File: src/rtl/truth_sweep_pkg.sv
// Shared types and constants for the truth-table sweep controller.
package truth_sweep_pkg;

  typedef enum logic [1:0] {
    IDLE   = 2'd0,
    DRIVE  = 2'd1,
    SAMPLE = 2'd2,
    DONE   = 2'd3
  } state_t;

  localparam int NUM_VEC = 16;
  localparam int IDX_W   = 4;
  localparam int CNT_W   = 5;
  localparam int TMR_W   = 8;

  // Golden truth table of y = a'b' + b'd' + acd', bit i = y for abcd=i.
  localparam logic [NUM_VEC-1:0] GOLDEN = 16'h450F;

  localparam logic [IDX_W-1:0] LAST_IDX = IDX_W'(NUM_VEC - 1);

  // The timer reports expiry on the cycle its count reaches zero, so a
  // hold of N cycles needs a load value of N-1.
  function automatic logic [TMR_W-1:0] settle_load(input int settle_cyc);
    return TMR_W'(settle_cyc - 1);
  endfunction

endpackage

File: src/rtl/sweep_settle_timer.sv
// Load/expire down-counter that times how long each vector is held.
module sweep_settle_timer
  import truth_sweep_pkg::*;
#(
  parameter int W = TMR_W
) (
  input  logic         i_clk,
  input  logic         i_rst,
  input  logic         i_load,
  input  logic [W-1:0] i_load_val,
  output logic         o_expired
);

  logic [W-1:0] r_cnt;

  // Count down from the loaded value and park at zero.
  always_ff @(posedge i_clk) begin
    if (i_rst) begin
      r_cnt <= '0;
    end else if (i_load) begin
      r_cnt <= i_load_val;
    end else if (r_cnt != '0) begin
      r_cnt <= r_cnt - 1'b1;
    end
  end

  assign o_expired = (r_cnt == '0);

endmodule

File: src/rtl/truth_sweep_ctrl.sv
// Self-test sequencer: sweeps abcd over 0..15, samples y after a settle
// time, and compares the captured truth table against an expected one.
//
// state  | meaning
// IDLE   | waiting for start; results of the last sweep are held
// DRIVE  | abcd = idx is applied, waiting for the settle timer
// SAMPLE | y_in captured into truth[idx] and compared
// DONE   | one-cycle done pulse; pass reflects the completed sweep
module truth_sweep_ctrl
  import truth_sweep_pkg::*;
#(
  parameter logic [NUM_VEC-1:0] EXPECTED   = GOLDEN,
  parameter int                 SETTLE_CYC = 2
) (
  input  logic               i_clk,
  input  logic               i_rst,
  input  logic               i_start,
  input  logic               i_abort,
  output logic               o_a,
  output logic               o_b,
  output logic               o_c,
  output logic               o_d,
  input  logic               i_y_in,
  output logic               o_busy,
  output logic               o_done,
  output logic               o_pass,
  output logic [NUM_VEC-1:0] o_truth,
  output logic [CNT_W-1:0]   o_fail_count,
  output logic [IDX_W-1:0]   o_first_fail_idx
);

  state_t             r_state;
  state_t             w_state_nxt;
  logic [IDX_W-1:0]   r_idx;
  logic [NUM_VEC-1:0] r_truth;
  logic [CNT_W-1:0]   r_fail_count;
  logic [IDX_W-1:0]   r_first_fail_idx;
  logic               r_pass;

  logic w_busy;
  logic w_done;
  logic w_start_acc;
  logic w_abort_acc;
  logic w_capture;
  logic w_tmr_load;
  logic w_tmr_expired;
  logic w_last;
  logic w_mismatch;

  assign w_last     = (r_idx == LAST_IDX);
  assign w_mismatch = (i_y_in != EXPECTED[r_idx]);

  sweep_settle_timer #(
    .W(TMR_W)
  ) u_settle (
    .i_clk     (i_clk),
    .i_rst     (i_rst),
    .i_load    (w_tmr_load),
    .i_load_val(settle_load(SETTLE_CYC)),
    .o_expired (w_tmr_expired)
  );

  // State register.
  always_ff @(posedge i_clk) begin
    if (i_rst) begin
      r_state <= IDLE;
    end else begin
      r_state <= w_state_nxt;
    end
  end

  // Next-state decode; abort wins over the settle timer and the sample step.
  always_comb begin
    w_state_nxt = r_state;
    case (r_state)
      IDLE: begin
        if (i_start) w_state_nxt = DRIVE;
      end
      DRIVE: begin
        if (i_abort)            w_state_nxt = IDLE;
        else if (w_tmr_expired) w_state_nxt = SAMPLE;
      end
      SAMPLE: begin
        if (i_abort)     w_state_nxt = IDLE;
        else if (w_last) w_state_nxt = DONE;
        else             w_state_nxt = DRIVE;
      end
      DONE: begin
        w_state_nxt = IDLE;
      end
      default: begin
        w_state_nxt = IDLE;
      end
    endcase
  end

  // State-derived outputs and datapath strobes.
  always_comb begin
    w_busy      = 1'b0;
    w_done      = 1'b0;
    w_start_acc = 1'b0;
    w_abort_acc = 1'b0;
    w_capture   = 1'b0;
    w_tmr_load  = 1'b0;
    case (r_state)
      IDLE: begin
        w_start_acc = i_start;
        w_tmr_load  = i_start;
      end
      DRIVE: begin
        w_busy      = 1'b1;
        w_abort_acc = i_abort;
      end
      SAMPLE: begin
        w_busy      = 1'b1;
        w_abort_acc = i_abort;
        w_capture   = ~i_abort;
        w_tmr_load  = ~i_abort & ~w_last;
      end
      DONE: begin
        w_done = 1'b1;
      end
      default: begin
        w_busy = 1'b0;
      end
    endcase
  end

  // Index, capture and compare; pass is settled on the edge into DONE so it
  // is already valid alongside the done pulse.
  always_ff @(posedge i_clk) begin
    if (i_rst) begin
      r_idx            <= '0;
      r_truth          <= '0;
      r_fail_count     <= '0;
      r_first_fail_idx <= '0;
      r_pass           <= 1'b0;
    end else if (w_start_acc) begin
      r_idx            <= '0;
      r_truth          <= '0;
      r_fail_count     <= '0;
      r_first_fail_idx <= '0;
      r_pass           <= 1'b0;
    end else if (w_abort_acc) begin
      r_idx  <= '0;
      r_pass <= 1'b0;
    end else if (w_capture) begin
      r_truth[r_idx] <= i_y_in;
      if (w_mismatch) begin
        r_fail_count <= r_fail_count + 1'b1;
        if (r_fail_count == '0) r_first_fail_idx <= r_idx;
      end
      if (w_last) begin
        r_pass <= (r_fail_count == '0) && !w_mismatch;
      end else begin
        r_idx <= r_idx + 1'b1;
      end
    end
  end

  // The stimulus is the registered index itself; after DONE it stays at 1111.
  assign {o_a, o_b, o_c, o_d} = r_idx;

  assign o_busy           = w_busy;
  assign o_done           = w_done;
  assign o_pass           = r_pass;
  assign o_truth          = r_truth;
  assign o_fail_count     = r_fail_count;
  assign o_first_fail_idx = r_first_fail_idx;

endmodule

File: config.mk
export PLATFORM = sky130hd
export DESIGN_NAME = truth_sweep_ctrl
export DESIGN_NICKNAME = d
export VERILOG_FILES = /design/src/rtl/truth_sweep_pkg.sv /design/src/rtl/sweep_settle_timer.sv /design/src/rtl/truth_sweep_ctrl.sv
export SDC_FILE = /design/constraint.sdc
export NUM_CORES = 1
export LEC_CHECK = 0
export BUFFER_PORTS_ARGS = -buffer_cell sky130_fd_sc_hd__buf_2
export CAP_MARGIN = 20
export CELL_PAD_IN_SITES_DETAIL_PLACEMENT = 1
export CELL_PAD_IN_SITES_GLOBAL_PLACEMENT = 1
export CORE_MARGIN = 2
export CORE_UTILIZATION = 40
export DETAILED_ROUTE_END_ITERATION = 12
export PLACE_DENSITY_LB_ADDON = 0.1
export REMOVE_ABC_BUFFERS = 1
export SKIP_LAST_GASP = 1
export SYNTH_ARGS = -nofsm -noshare
export SYNTH_HDL_FRONTEND = slang
export SYNTH_SLANG_ARGS = --single-unit
File: constraint.sdc
create_clock -name i_clk -period 2.1 [get_ports i_clk]
set_clock_uncertainty 0.05 [all_clocks]
set_input_delay 0.315 -clock i_clk [delete_from_list [all_inputs] [get_ports i_clk]]
set_output_delay 0.315 -clock i_clk [all_outputs]
set_load 0.05 [all_outputs]
# Word level (Yosys, flattened, before mapping)
# Memory sizes are Yosys's and may differ from the RTL's. A register that Yosys moved wholly into a read port is not among the register bits.
# Index checks and enable logic that the tools add are counted.
dict set report totals {
  register_bits 40
  romBits 16
  input_bits 5
  output_inout_bits 32
  word_cells 63
  memories 1
}
dict set report op_classes {
  addsub 3
  magnitude_cmp 2
  n_eq_ne 7
  muxes 20
  bitwise_logic 4
  n_reduce_logical 18
}
# name depth width read_ports rd_ports_with_merged_regs wr line
set memory_table {}
lappend memory_table {{(name not given)} 16 1 1 1 0 truth_sweep_ctrl.sv:51} ;# assign w_mismatch = (i_y_in != EXPECTED[r_idx]);
# cell count
set ops {}
lappend ops {{$bwmux 16} 1}
lappend ops {{$mux 2} 5}
lappend ops {{$mux 1} 9}
lappend ops {{$logic_not 8->1} 1}
lappend ops {{$mux 4} 2}
lappend ops {{$pmux 2 s4} 1}
lappend ops {{$reduce_and 2->1} 4}
lappend ops {{$reduce_bool 8->1} 1}
lappend ops {{$sub 8x1->8 const B} 1}
lappend ops {{$reduce_or 2->1} 3}
lappend ops {{$add 5x1->5 const B} 1}
lappend ops {{$logic_not 5->1} 1}
lappend ops {{$lt 4x5->1 const B} 1}
lappend ops {{$add 4x1->4 const B} 1}
lappend ops {{$demux 1 s4} 1}
lappend ops {{$eq 2x2->1 const B} 2}
lappend ops {{$eq 4x4->1 const B} 1}
lappend ops {{$ge 4x1->1 const B} 1}
lappend ops {{$reduce_and 4->1} 1}
lappend ops {{$ne 3x2->1 const B} 1}
lappend ops {{$not 1->1} 3}
lappend ops {{$reduce_and 3->1} 1}
lappend ops {{$reduce_or 3->1} 1}
lappend ops {{$eq 2x1->1 const B} 1}
lappend ops {{other kinds (8)} 9}

# Longest topological paths before layout
dict set report depth {
  ltp_word 5
  depth_mapped 8
  ltp_nobuf 6
}

# By module
# Synthesis repeated with hierarchy kept, for this count alone.
dict set report hier_totals {
  cells_unflattened 244
  hier_area_um2 2190.9
}
# module instances cells_each area_per_inst_um2 seq_area_each_um2
set modules_own_cells {}
lappend modules_own_cells {truth_sweep_ctrl 1 191 1715.4 660.6}
lappend modules_own_cells {sweep_settle_timer 1 53 475.5 160.2}

# Least setup slack after synthesis
# OpenSTA, ideal clock, no wires.
dict set report synth_timing {
  path_type {reg-to-reg}
  startpoint {register r_idx[0]}
  endpoint {register u_settle.r_cnt[3]}
  setup_ns 0.072
  t_arrival_ns 1.687
  required_ns 1.978
  path_slack_ns 0.291
  stages_incl_launch_ff 6
  n_path_buf 0
  period_less_slack_ns 1.809
  path_cell_list {dfxtp_1 ha_1 nand3_1 nand3b_1 nand3_1 a21oi_1}
}
dict set report synth_between {
  elab_chain_len 5
}
# element line
set synth_lines {}
lappend synth_lines {{from (decl)} truth_sweep_ctrl.sv:34} ;# logic [IDX_W-1:0] r_idx;
lappend synth_lines {{from (signal assigned)} truth_sweep_ctrl.sv:156} ;# r_idx <= r_idx + 1'b1;
lappend synth_lines {{$eq 4x4->1} truth_sweep_ctrl.sv:50} ;# assign w_last = (r_idx == LAST_IDX);
lappend synth_lines {{$not 1->1 (no source line)} --}
lappend synth_lines {{$and 1x1->1} truth_sweep_ctrl.sv:118} ;# w_tmr_load = ~i_abort & ~w_last;
lappend synth_lines {{$pmux 1 s2} truth_sweep_ctrl.sv:105} ;# case (r_state)
lappend synth_lines {{$reduce_or 2->1 (no source line)} --}
lappend synth_lines {{to (signal assigned)} sweep_settle_timer.sv:21} ;# r_cnt <= i_load_val;
lappend synth_lines {{to (signal assigned)} sweep_settle_timer.sv:23} ;# r_cnt <= r_cnt - 1'b1;
lappend synth_lines {{to (decl)} sweep_settle_timer.sv:14} ;# logic [W-1:0] r_cnt;
# No other way between the ends.
# A chain may end at the register's enable or synchronous reset.

# Worst setup path in the final report
dict set report layout_timing {
  startpoint {register r_state[0]}
  endpoint {register r_state[0]}
}
dict set report layout_between {
  elab_chain_len 3
  word_cells_on_any_way 8
  cone_classes {eq/ne: 5; mux: 1; reduce/logical: 2}
}
# element line
set layout_lines {}
lappend layout_lines {{from (decl)} truth_sweep_ctrl.sv:32} ;# state_t r_state;
lappend layout_lines {{from (signal assigned)} truth_sweep_ctrl.sv:68} ;# r_state <= w_state_nxt;
lappend layout_lines {{$eq 2x1->1 / $logic_not 2->1 (equally long branches)} truth_sweep_ctrl.sv:75} ;# case (r_state)
lappend layout_lines {{$ne 3x2->1 (no source line) / $ne 2x2->1 (equally long branches)} --}
lappend layout_lines {{$reduce_and 2->1 (no source line)} --}
# Several ways; a longest one is shown, not always the timed one.

==> flow_summary.yaml <==
place:
  gp_congestion: 0.796
  dpl.hpwl_mm: 3.93
  io_buffers: 36
  place_ws_ns: 0.303
synth:
  netlist_area_mm2: 0.00207
  synth_edf_count: 0
  yosys_warnings: 0
  postSynth.asyncResetShare_pct: 0
  synthFlopType: "dfxtp_1"
  synth.yosys.seq_area_share_pct: 39.6
  avgSynthCellArea_um2: 8.50
  synthCells: 244
  ys_types: 40
  synth-seq-cells: 41
layout:
  final_cell_mix: "41 x dfxtp_1, 36 x buf_2, 32 x nor2_1"
  antennaDiodeCount: 0
  final_common_cell: "dfxtp_1"
  register_area_um2: 821
  multi_input_area_mm2: 0.00118
  nNetsFinal: 307
  drive_gt1_share_pct: 20.1
  fillCellCount: 640
  syn2layout_area_growth_pct: 18.6
drt:
  postRouteAntennaNets: 0
  drt-initial-drc-count: 28
  drcViolationCount: 0
  wirelength_mm: 5.08
  dr.pass1.iters: 4
  viasPerCell: 5.08
  num_vias: 1822
  wl_per_cell_um: 14.1
global_route:
  busiest_layer: "met2"
  antenna_found_initial: 0
  grt_util_met3_pct: 3.32
  grtUsageMet1_pct: 23.6
  grtUsageMet2_pct: 32.1
  grt_max_degree: 17
  grt_pass1_wl_mm: 8.71
  gr-total-overflow: 0
  gr-usage-all-layers_pct: 18.5
  first_global_vias: 1780
timing:
  hold_viol: 0
  tns_ns: 0
  slew_headroom_pct: 63.7
  slew_violations: 0
  period_needed_ns: 1.80
  fmax_ghz: 0.555
  fin_ws_ns: 0.297
  rsz0062_at_grt: "no"
  post-route-period-util_pct: 85.8
  setup_viol: 0
  tightest_slew_ns: 0.537
clocking:
  cts_sinks: 41
  cts_tree: "done"
  post_cts_resized: 0
  root_buffer: "clkbuf_8"
  insertion_delay_ns: 0.29
  holdBufCountCts: 0
  clock_path_buffers: 2
  clk_pin_slew_ns: 0.07
  numCtsBuffers: 5
  h-tree-depth: 2
  post_cts_buffers: 0
worst_setup_path:
  slowest_delay_ns: 0.38
  critical_path_class: "reg -> reg"
  arrival_ns: 1.92
  cp_data_required_time_ns: 2.22
  cpMaxStageDelayCell: "dfxtp_1"
  endpoint_kind: "flop"
  start_kind: "flop"
  path_cells: "inv_1, ha_1, and2b_1, buf_4, nor4_1, nor3_1"
  worst-path-max-fanout: 12
die:
  rows: 26
  die_w_um: 76.0
  die_y_um: 76.0
  start_util_pct: 41.1
  num_io_pins: 37
  core-area_mm2: 0.00504
  die-area_mm2: 0.00578
flow_run:
  drv_cap: 0
min_path:
  hp-class: "in -> reg"
power_and_ir_drop:
  leakage_nw: 1.05
  power_per_cell_area_mw_per_mm2: 829
  ir_drop_mv: 0.346
run_status:
  status: "finished, final reports clean"
==> metal layers <==
| layer | up-vias | part of all wire [%] |
|---|---|---|
| met5 | - | 0 |
| met4 | 0 | 1.2 |
| met3 | 6 | 1.9 |
| met2 | 25 | 49 |
| met1 | 858 | 48 |
| li1 | 933 | - |
==> where the power goes <==
part / total [W] / internal [W] / switching [W]
clock network: 0.000493 / 0.000230 / 0.000263
registers: 0.000927 / 0.000849 / 0.0000779
logic: 0.000618 / 0.000283 / 0.000335
==> synth_stat cells, types with 2 or more instances <==
| master | number | area, um^2 |
|---|---|---|
| buf_2 | 4 | 20.0 |
| ha_1 | 14 | 175 |
| nor4_1 | 2 | 12.5 |
| mux2i_1 | 9 | 90.1 |
| nand3_1 | 13 | 65.1 |
| a31oi_1 | 2 | 12.5 |
| nand4_1 | 5 | 31.3 |
| nor2b_1 | 2 | 12.5 |
| nand3b_1 | 5 | 37.5 |
| o21ai_0 | 14 | 70.1 |
| a21oi_1 | 22 | 110 |
| xnor2_1 | 9 | 78.8 |
| inv_1 | 8 | 30.0 |
| a21boi_0 | 2 | 15.0 |
| nand2b_1 | 5 | 31.3 |
| nand2_1 | 19 | 71.3 |
| nor2_1 | 32 | 120 |
| xor2_1 | 6 | 52.6 |
| and2_1 | 3 | 18.8 |
| clkbuf_1 | 3 | 11.3 |
| nor3_1 | 5 | 25.0 |
| dfxtp_1 | 41 | 821 |
| buf_1 | 2 | 7.51 |
==> kinds of logic after synthesis <==
family                     count (synthesis)  synth area share [%]
buffers and inverters                     18                  3.68
and+or+nand+nor                           98                  23.8
AOI/OAI and AO/OA                         49                  13.8
adders and majority gates                 14                  8.45
xor gates and xnor gates                  15                  6.34
muxes                                      9                  4.35
DFF                                       41                  39.6
==> path summary, 6_finish.rpt <==
path,startpoint,to,slack [ns],cells past startpoint
worst max-delay path,r_state[0],r_state[0],0.30,6
worst min-delay path,i_rst,r_state[1],0.20,2
worst max register to register,r_state[0],r_state[0],0.30,6
worst min register to register,o_truth[4],o_truth[4],0.43,2
==> registers in the layout (all words and copies together), names as in the netlist, named ones only <==
register,flops
o_truth,16
u_settle.r_cnt,8
o_fail_count,5
o_first_fail_idx,4
r_idx,4
r_state,2
o_pass,1
==> per-stage QoR <==
step                      hold WS, ns  util, %  area (um^2)  total power, W  instances
after floorplan                 0.334        -         2030         0.00141        234
after global placement          0.413     47.1         2380         0.00156        351
after detailed placement        0.417     47.1         2380         0.00157        351
after CTS                       0.183     48.8         2460         0.00207        359
after global routing            0.198     48.8         2460         0.00219        359
final                           0.197     48.8         2460         0.00204        359
==> worst max-delay path: cells and delay by family (launching register included) <==
kind	cells	cell delay (ns)
adders and majority gates	1	0.22
DFF	1	0.38
and+or+nand+nor	3	0.68
buffers and inverters	2	0.35
==> area by class of cell <==
cell class,count,area share (%)
flip-flops and latches,41,33.4
multi-input cells,185,47.8
clock buffers,6,2.95
repair buffers,47,10.7
inverters,8,1.22
well taps,70,3.56
clock inverters,2,0.407
No activity file was read; power rests on OpenSTA's default activity.
